<file path="src/rtl/sprite_arb_pkg.sv">
// rtl/sprite_arb_pkg.sv - shared constants and types for the sprite ROM arbiter
package sprite_arb_pkg;

  localparam int NUM_REQ = 4;
  localparam int ID_W    = $clog2(NUM_REQ);

  typedef logic [ID_W-1:0] req_id_t;

  // Requester slots on the shared sprite ROM port
  localparam req_id_t REQ_PLAYER        = req_id_t'(0);
  localparam req_id_t REQ_PERSON_A      = req_id_t'(1);
  localparam req_id_t REQ_PERSON_A_DEAD = req_id_t'(2);
  localparam req_id_t REQ_POLICE_CAR    = req_id_t'(3);

  // Tag travelling alongside a ROM read until its data returns
  typedef struct packed {
    logic    valid;
    req_id_t id;
  } tag_t;

endpackage

</file>
<file path="src/rtl/rr_pick.sv">
// rtl/rr_pick.sv - combinational round-robin picker (rotate, priority-encode, rotate back)
module rr_pick #(
  parameter int N  = 4,
  parameter int IW = $clog2(N)
) (
  input  logic [N-1:0]  req_i,
  input  logic [IW-1:0] ptr_i,
  output logic [N-1:0]  gnt_o,
  output logic [IW-1:0] idx_o,
  output logic          any_o
);

  logic [N-1:0]  rot;
  logic [IW-1:0] k;
  logic [IW:0]   sum;

  // Rotate so the pointer position lands at bit 0
  assign rot = N'({req_i, req_i} >> ptr_i);

  // Lowest set rotated bit wins; map its offset back to an absolute index
  always_comb begin
    any_o = 1'b0;
    k     = '0;
    for (int i = N - 1; i >= 0; i--) begin
      if (rot[i]) begin
        any_o = 1'b1;
        k     = IW'(i);
      end
    end
    sum = {1'b0, k} + {1'b0, ptr_i};
    if (sum >= (IW+1)'(N)) begin
      sum = sum - (IW+1)'(N);
    end
    idx_o = sum[IW-1:0];
    gnt_o = any_o ? (N'(1) << idx_o) : '0;
  end

endmodule

</file>
<file path="src/rtl/sprite_rom_arbiter.sv">
// rtl/sprite_rom_arbiter.sv - round-robin sharing of the sprite ROM port; SPRITE_ARB_FIXED_PRIO_EN gives the player absolute priority
import sprite_arb_pkg::*;

module sprite_rom_arbiter #(
  parameter int NUM_REQ = sprite_arb_pkg::NUM_REQ,
  parameter int ADDR_W  = 16,
  parameter int DATA_W  = 5,
  parameter int ROM_LAT = 1
) (
  input  logic                        Clk,
  input  logic                        Reset_n,
  input  logic [NUM_REQ-1:0]          req,
  input  logic [NUM_REQ*ADDR_W-1:0]   req_addr,
  output logic [NUM_REQ-1:0]          gnt,
  output logic                        mem_rd,
  output logic [ADDR_W-1:0]           mem_addr,
  input  logic [DATA_W-1:0]           mem_data,
  output logic                        rsp_valid,
  output logic [$clog2(NUM_REQ)-1:0]  rsp_id,
  output logic [DATA_W-1:0]           rsp_data
);

  localparam int IW = $clog2(NUM_REQ);

  typedef struct packed {
    logic          valid;
    logic [IW-1:0] id;
  } tag_w_t;

  logic [IW-1:0]      ptr_q, ptr_d;
  logic               mem_rd_q, mem_rd_d;
  logic [ADDR_W-1:0]  mem_addr_q, mem_addr_d;
  logic [IW-1:0]      iss_id_q, iss_id_d;
  tag_w_t             tag_q [ROM_LAT];
  tag_w_t             tag_d [ROM_LAT];

  logic [NUM_REQ-1:0] pick_req, pick_gnt, win_gnt;
  logic [IW-1:0]      pick_idx, win_idx, nxt_ptr;
  logic               pick_any, win_any;

`ifdef SPRITE_ARB_FIXED_PRIO_EN
  // The player never competes in the rotation; it overrides it below
  assign pick_req = req & ~NUM_REQ'(1);
`else
  assign pick_req = req;
`endif

  rr_pick #(
    .N  (NUM_REQ),
    .IW (IW)
  ) u_pick (
    .req_i (pick_req),
    .ptr_i (ptr_q),
    .gnt_o (pick_gnt),
    .idx_o (pick_idx),
    .any_o (pick_any)
  );

  // Final winner selection, suppressed entirely while in reset
  always_comb begin
    win_gnt = '0;
    win_idx = '0;
    win_any = 1'b0;
    if (Reset_n) begin
`ifdef SPRITE_ARB_FIXED_PRIO_EN
      if (req[REQ_PLAYER]) begin
        win_any = 1'b1;
        win_idx = IW'(REQ_PLAYER);
        win_gnt = NUM_REQ'(1);
      end else begin
        win_any = pick_any;
        win_idx = pick_idx;
        win_gnt = pick_gnt;
      end
`else
      win_any = pick_any;
      win_idx = pick_idx;
      win_gnt = pick_gnt;
`endif
    end
  end

  assign gnt = win_gnt;

  // Next pointer, issue registers and tag shift
  always_comb begin
    ptr_d      = ptr_q;
    mem_rd_d   = 1'b0;
    mem_addr_d = mem_addr_q;
    iss_id_d   = '0;
    nxt_ptr    = (win_idx == IW'(NUM_REQ - 1)) ? '0 : win_idx + 1'b1;
    if (win_any) begin
      mem_rd_d   = 1'b1;
      mem_addr_d = req_addr[win_idx*ADDR_W +: ADDR_W];
      iss_id_d   = win_idx;
`ifdef SPRITE_ARB_FIXED_PRIO_EN
      // Player grants leave the rotation untouched; pointer skips slot 0
      if (win_idx != IW'(REQ_PLAYER)) begin
        ptr_d = (nxt_ptr == '0) ? IW'(1) : nxt_ptr;
      end
`else
      ptr_d = nxt_ptr;
`endif
    end
    tag_d[0] = '{valid: mem_rd_q, id: iss_id_q};
    for (int i = 1; i < ROM_LAT; i++) begin
      tag_d[i] = tag_q[i-1];
    end
  end

  // State registers; reset drops any read still in flight
  always_ff @(posedge Clk) begin
    if (!Reset_n) begin
      ptr_q      <= '0;
      mem_rd_q   <= 1'b0;
      mem_addr_q <= '0;
      iss_id_q   <= '0;
      for (int i = 0; i < ROM_LAT; i++) begin
        tag_q[i] <= '0;
      end
    end else begin
      ptr_q      <= ptr_d;
      mem_rd_q   <= mem_rd_d;
      mem_addr_q <= mem_addr_d;
      iss_id_q   <= iss_id_d;
      for (int i = 0; i < ROM_LAT; i++) begin
        tag_q[i] <= tag_d[i];
      end
    end
  end

  assign mem_rd    = mem_rd_q;
  assign mem_addr  = mem_addr_q;
  assign rsp_valid = tag_q[ROM_LAT-1].valid;
  assign rsp_id    = tag_q[ROM_LAT-1].id;
  assign rsp_data  = mem_data;

endmodule

</file>
<file path="config.mk">
export PLATFORM = sky130hd
export DESIGN_NAME = sprite_rom_arbiter
export DESIGN_NICKNAME = d
export VERILOG_FILES = /design/src/rtl/sprite_arb_pkg.sv /design/src/rtl/rr_pick.sv /design/src/rtl/sprite_rom_arbiter.sv
export SDC_FILE = /design/constraint.sdc
export NUM_CORES = 1
export LEC_CHECK = 0
export ABC_AREA = 1
export CORE_MARGIN = 5
export CORE_UTILIZATION = 40
export DETAILED_ROUTE_END_ITERATION = 10
export PLACE_DENSITY = 0.89
export SLEW_MARGIN = 20
export SYNTH_ARGS = -nofsm -noshare
export SYNTH_HDL_FRONTEND = slang
export SYNTH_SLANG_ARGS = --single-unit
</file>
<file path="constraint.sdc">
create_clock -name Clk -period 4.7 [get_ports Clk]
set_clock_uncertainty 0.2 [all_clocks]
set_input_delay 0.47 -clock Clk [delete_from_list [all_inputs] [get_ports Clk]]
set_output_delay 0.47 -clock Clk [all_outputs]
set_load 0.05 [all_outputs]
</file>
### Word level (Yosys, flattened, before mapping)

Memories as Yosys holds them, arrays and structs flattened.
Index checks and enable logic that the tools add are counted.

| operators by class | value |
|---|---|
| add/sub/neg operators | 3 |
| $lt $le $gt $ge | 1 |
| eq/ne operators | 1 |
| shifts and indexed selects | 3 |
| muxes and demuxes | 19 |
| reduce and logical (&&, ||, !) cells | 2 |

Operators with widths:

| kind | count |
|---|---|
| $shiftx A64 B7 Y16 | 1 |
| $mux W2 | 7 |
| $mux W1 | 9 |
| $mux W4 | 2 |
| $shr A8 B2 Y4 | 1 |
| $shl A1 B2 Y4 const A | 1 |
| $add A2 B2 Y3 | 1 |
| $ge A3 B3 Y1 const B | 1 |
| $mux W3 | 1 |
| $reduce_or A3 Y1 | 1 |
| $add A2 B1 Y2 const B | 1 |
| $eq A2 B2 Y1 const B | 1 |
| $reduce_and A2 Y1 | 1 |
| $sub A2 B1 Y2 const B | 1 |

| storage, ports and cells | value |
|---|---|
| bits in registers | 21 |
| memory bits (writable) | 3 |
| bits of input ports | 75 |
| word-level logic and storage cells | 34 |
| memories kept | 1 |

Memory list:

| memory | depth | bits a word | read ports | clocked after memory_dff | write ports | line | text |
|---|---|---|---|---|---|---|---|
| tag_q | 1 | 3 | 1 | 0 | 1 | sprite_rom_arbiter.sv:34 | `tag_w_t tag_q [ROM_LAT];` |

### Depth between registers and ports, before layout

| depth | value |
|---|---|
| word-level depth | 11 |
| gate-level depth with buffers | 16 |
| gate-level depth less buffers | 16 |

### By module

From an unflattened synthesis, not the netlist that was laid out.

| second synthesis, totals | value |
|---|---|
| cell total of the unflattened synthesis | 341 |
| area, all modules | 1,856.8 µm² |

Modules (own cells, without submodules):

| module | instances | cells each | area an instance (µm²) | sequential area each (µm²) |
|---|---|---|---|---|
| sprite_rom_arbiter | 1 | 298 | 1,639.1 | 480.5 |
| rr_pick | 1 | 43 | 217.7 | 0.0 |

### Worst setup path before layout

OpenSTA, ideal clock, no wires.

| path | value |
|---|---|
| kind | register to output |
| start point | register ptr_q[0] |
| end point | output port gnt[0] |
| arrival | 2,877 ps |
| slack | 1,153 ps |
| stages on the path, launching flop included | 14 |
| cells stage by stage | dfxtp_1 > inv_2 > nand2_1 > nand3_1 > nand2_2 > nand3_1 > a21boi_0 > ha_1 > xor2_1 > inv_1 > nand3_4 > nand2_8 > buf_6 > nor3_1 |

| between the ends | value |
|---|---|
| word-level cells in the longest chain between the ends | 11 |

Ends and longest elaborated chain:

| what | line | text |
|---|---|---|
| start, declared | sprite_rom_arbiter.sv:30 | `logic [IW-1:0] ptr_q, ptr_d;` |
| start signal, assigned | sprite_rom_arbiter.sv:122 | `ptr_q <= ptr_d;` |
| $shr A8 B2 Y4 | rr_pick.sv:18 | `assign rot = N'({req_i, req_i} >> ptr_i);` |
| $mux W2 (4 in series) | rr_pick.sv:25 | `if (rot[i]) begin` |
| $add A2 B2 Y3 | rr_pick.sv:30 | `sum = {1'b0, k} + {1'b0, ptr_i};` |
| $ge A3 B3 Y1 / $sub A2 B1 Y2 (equally long branches) | rr_pick.sv:31, rr_pick.sv:32 |  |
| $mux W2 | rr_pick.sv:31 | `if (sum >= (IW+1)'(N)) begin` |
| $shl A1 B2 Y4 | rr_pick.sv:35 | `gnt_o = any_o ? (N'(1) << idx_o) : '0;` |
| $mux W4 * | rr_pick.sv:35 |  |
| $mux W4 * | sprite_rom_arbiter.sv:64 | `if (Reset_n) begin` |
| end, declared | sprite_rom_arbiter.sv:14 | `output logic [NUM_REQ-1:0] gnt,` |

Every way passes the cells marked *; elsewhere a longest branch is shown, timed or not.

### Worst setup path after layout

| path | value |
|---|---|
| start point | input port req[1] |
| end point | output port gnt[1] |

| between the ends | value |
|---|---|
| word-level cells in the longest chain between the ends | 11 |

Ends and longest elaborated chain:

| what | line | text |
|---|---|---|
| start, declared | sprite_rom_arbiter.sv:12 | `input logic [NUM_REQ-1:0] req,` |
| $shr A8 B2 Y4 * | rr_pick.sv:18 |  |
| $mux W2 (4 in series) | rr_pick.sv:25 |  |
| $add A2 B2 Y3 | rr_pick.sv:30 |  |
| $ge A3 B3 Y1 / $sub A2 B1 Y2 (equally long branches) | rr_pick.sv:31, rr_pick.sv:32 |  |
| $mux W2 | rr_pick.sv:31 |  |
| $shl A1 B2 Y4 | rr_pick.sv:35 |  |
| $mux W4 * | rr_pick.sv:35 |  |
| $mux W4 * | sprite_rom_arbiter.sv:64 |  |

Marked as above.

==> impl_metrics.ini <==
[grt]
grt_usage_pct = 16.1
globalRouteMet1Util_pct = 16.3
antenna_found_initial = 0
gr-usage-met2_pct = 31.3
globalRoute.busiestLayer = met2
grtUsageMet3_pct = 4.24
grt-ovfl-total = 0
grt_max_degree = 27
grt_first_pass_wirelength_mm = 8.15
grt_pass1_vias = 1851

[clock_tree]
post_cts_resized = 0
htreeDepth = 1
postCtsHoldBufs = 0
cts_tree = yes
cts.sinks = 24
cts_setup_buffers = 0
clock_path_buffers = 2
cts-root-buf = clkbuf_8
worstSkewPairLatency_ns = 0.27
cts.clk_slew.worst_paths_ns = 0.09
cts_buffers = 3

[cells_and_area]
drive_gt1_share_pct = 21.2
layout.nets = 388
final_cells = 365
mostFrequentLayoutCells = 92 x clkdlybuf4s50_1, 37 x nand2_1, 33 x nand3_1
layout_commonest_cell = clkdlybuf4s50_1
area_growth_pct = 48.6
fin_area_um2 = 2790
antenna_cells = 0

[place]
placedCellCount = 361
io_buffers = 93
placed_area_um2 = 2720
place_congestion = 0.746
dp_hpwl_mm = 3.93
place_ws_ns = 0.611

[detailed_routing]
wl_per_cell_um = 13.6
drt-total-wl_mm = 4.95
via_per_inst = 4.92
drc = 0
ant_nets = 0
vias = 1795
firstDrtPassIters = 4
first_iter_violations = 66

[sta]
finalCriticalPeriod_ns = 4.08
rsz0062_at_grt = no
whs_ns = 0.222
setup_viol = 0
maxSlewViolCount = 0
relSlewSlack_pct = 59.5
fin_crit_sh_pct = 86.9
finalHoldViolCount = 0
worst_slew_pin_slew_ns = 0.604
fin_setup_tns_ns = 0
setup_slack_ns = 0.617
max_freq_mhz = 245

[floorplan]
die_x_um = 78.5
std_cell_rows = 25
die_y_um = 78.5
dieArea_um2 = 6160
initial_core_util_pct = 40.5
io_pins = 104
core_um2 = 4630

[logic_synthesis]
ys_ff_latch = 24
synth_cell_types = 30
synth_seq_area_share_pct = 25.6
syn_area_um2 = 1880
synth_edf_count = 0
yosysTopAreaCell = dfxtp_1
synth_top_area_share_pct = 25.6
avgSynthCellArea_um2 = 8.23
synth_top_flop_cell = dfxtp_1
yosysWarnings = 0
synth.net_count = 304
syn_inst = 228
async_flop_share_pct = 0
yosys-top-cells-area = dfxtp_1 26%, mux2_2 9.6%, nand3_1 8.8%

[flow_run]
drv_cap = 0

[critical_path]
r2r_start = ptr_q[0]$_SDFFE_PN0P_
worst_r2r_path_depth = 14
r2r_setup_slack_ns = 1.60
r2r-end = mem_addr[15]$_SDFFE_PN0P_
endpoint_kind = output pin
worstSetupPathType = in2out
start_kind = primary input
crit_arrival_ns = 3.41
crit_end = gnt[1]
critPathRequiredTime_ns = 4.03
crit_path_start = req[1]
worstPathMaxFanout = 19

[pwr]
powerDensity_nw_per_um2 = 579
leakagePower_uw = 0.00125
ir_drop_uv = 309

[worst_hold_path]
hp-class = reg2reg

[run_status]
outcome = finished, final reports clean
layout make-up:
class	instances	area (um2)
fillers	416	1840
multi-input cells	158	1110
repair buffers	96	951
flip-flops and latches	24	480
inverters	29	111
well taps	54	67.6
clock buffers	3	41.3
clock inverters	1	30.0
worst min-delay path by stage:
| stage | start | to | cells past startpoint |
|---|---|---|---|
| floorplan | iss_id_q[0]$_SDFF_PN0_ | tag_q[0][0]$_SDFF_PN0_ | 2 |
| global placement | iss_id_q[0]$_SDFF_PN0_ | tag_q[0][0]$_SDFF_PN0_ | 2 |
| detailed placement | iss_id_q[0]$_SDFF_PN0_ | tag_q[0][0]$_SDFF_PN0_ | 2 |
| CTS | iss_id_q[0]$_SDFF_PN0_ | tag_q[0][0]$_SDFF_PN0_ | 2 |
| global route | iss_id_q[0]$_SDFF_PN0_ | tag_q[0][0]$_SDFF_PN0_ | 2 |
| finish | iss_id_q[0]$_SDFF_PN0_ | tag_q[0][0]$_SDFF_PN0_ | 2 |
worst max-delay path, stage by stage:
cell and delay [ns]:
clkdlybuf4s50_1 0.43, nand2_1 0.10, nand3_1 0.09, nand2_2 0.12, nand3_1 0.07, a21boi_0 0.17, ha_1 0.18, xor2_1 0.28
inv_1 0.13, nand3_4 0.13, nand2_8 0.12, nand2_8 0.18, nand2_1 0.10, inv_1 0.06, clkdlybuf4s50_1 0.79
power by group:
part	total (uW)	switching [uW]	internal, uW
clock network	183	69.0	114
logic	1130	698	435
registers	298	35.6	263
total	1610	803	811
sequential cells by signal, indices dropped and copies added (netlist names):
signal	flops
iss_id_q	2
mem_addr	16
tag_q	3
ptr_q	2
mem_rd	1
per-stage QoR:
stage	total power, uW	utilization, %
after floorplan	1230	-
after global placement	1420	58.7
after detailed placement	1440	58.7
after CTS	1630	60.2
after global routing	1720	60.2
final	1610	60.2
cell families (layout without fill, tap and decap cells):
logic type                 after synthesis  in the layout  share of synthesized area, %
buffers and inverters                   46            129                          15.4
and+or+nand+nor                        105            105                          32.6
DFF                                     24             24                          25.6
adders and majority gates                1              1                         0.667
muxes                                   32             32                          18.1
AOI/OAI and AO/OA                       19             19                          7.14
xor gates and xnor gates                 1              1                         0.467
cell usage after synthesis (3+ instances only):
master / number
nand2_1: 37
nand3_1: 33
dfxtp_1: 24
inv_1: 24
mux2_2: 16
mux2i_1: 16
nand2_2: 12
nand3_2: 9
a21oi_1: 8
a21oi_2: 8
buf_4: 6
buf_6: 5
nand2_4: 5
nor3_1: 4
inv_2: 3
layer usage:
layer,share of wire [%],wire [um]
met3,6.4,319
met2,55,2700
met1,37,1820
met4,2.1,106
met5,0,0
Power figures use the tool's default switching activity.
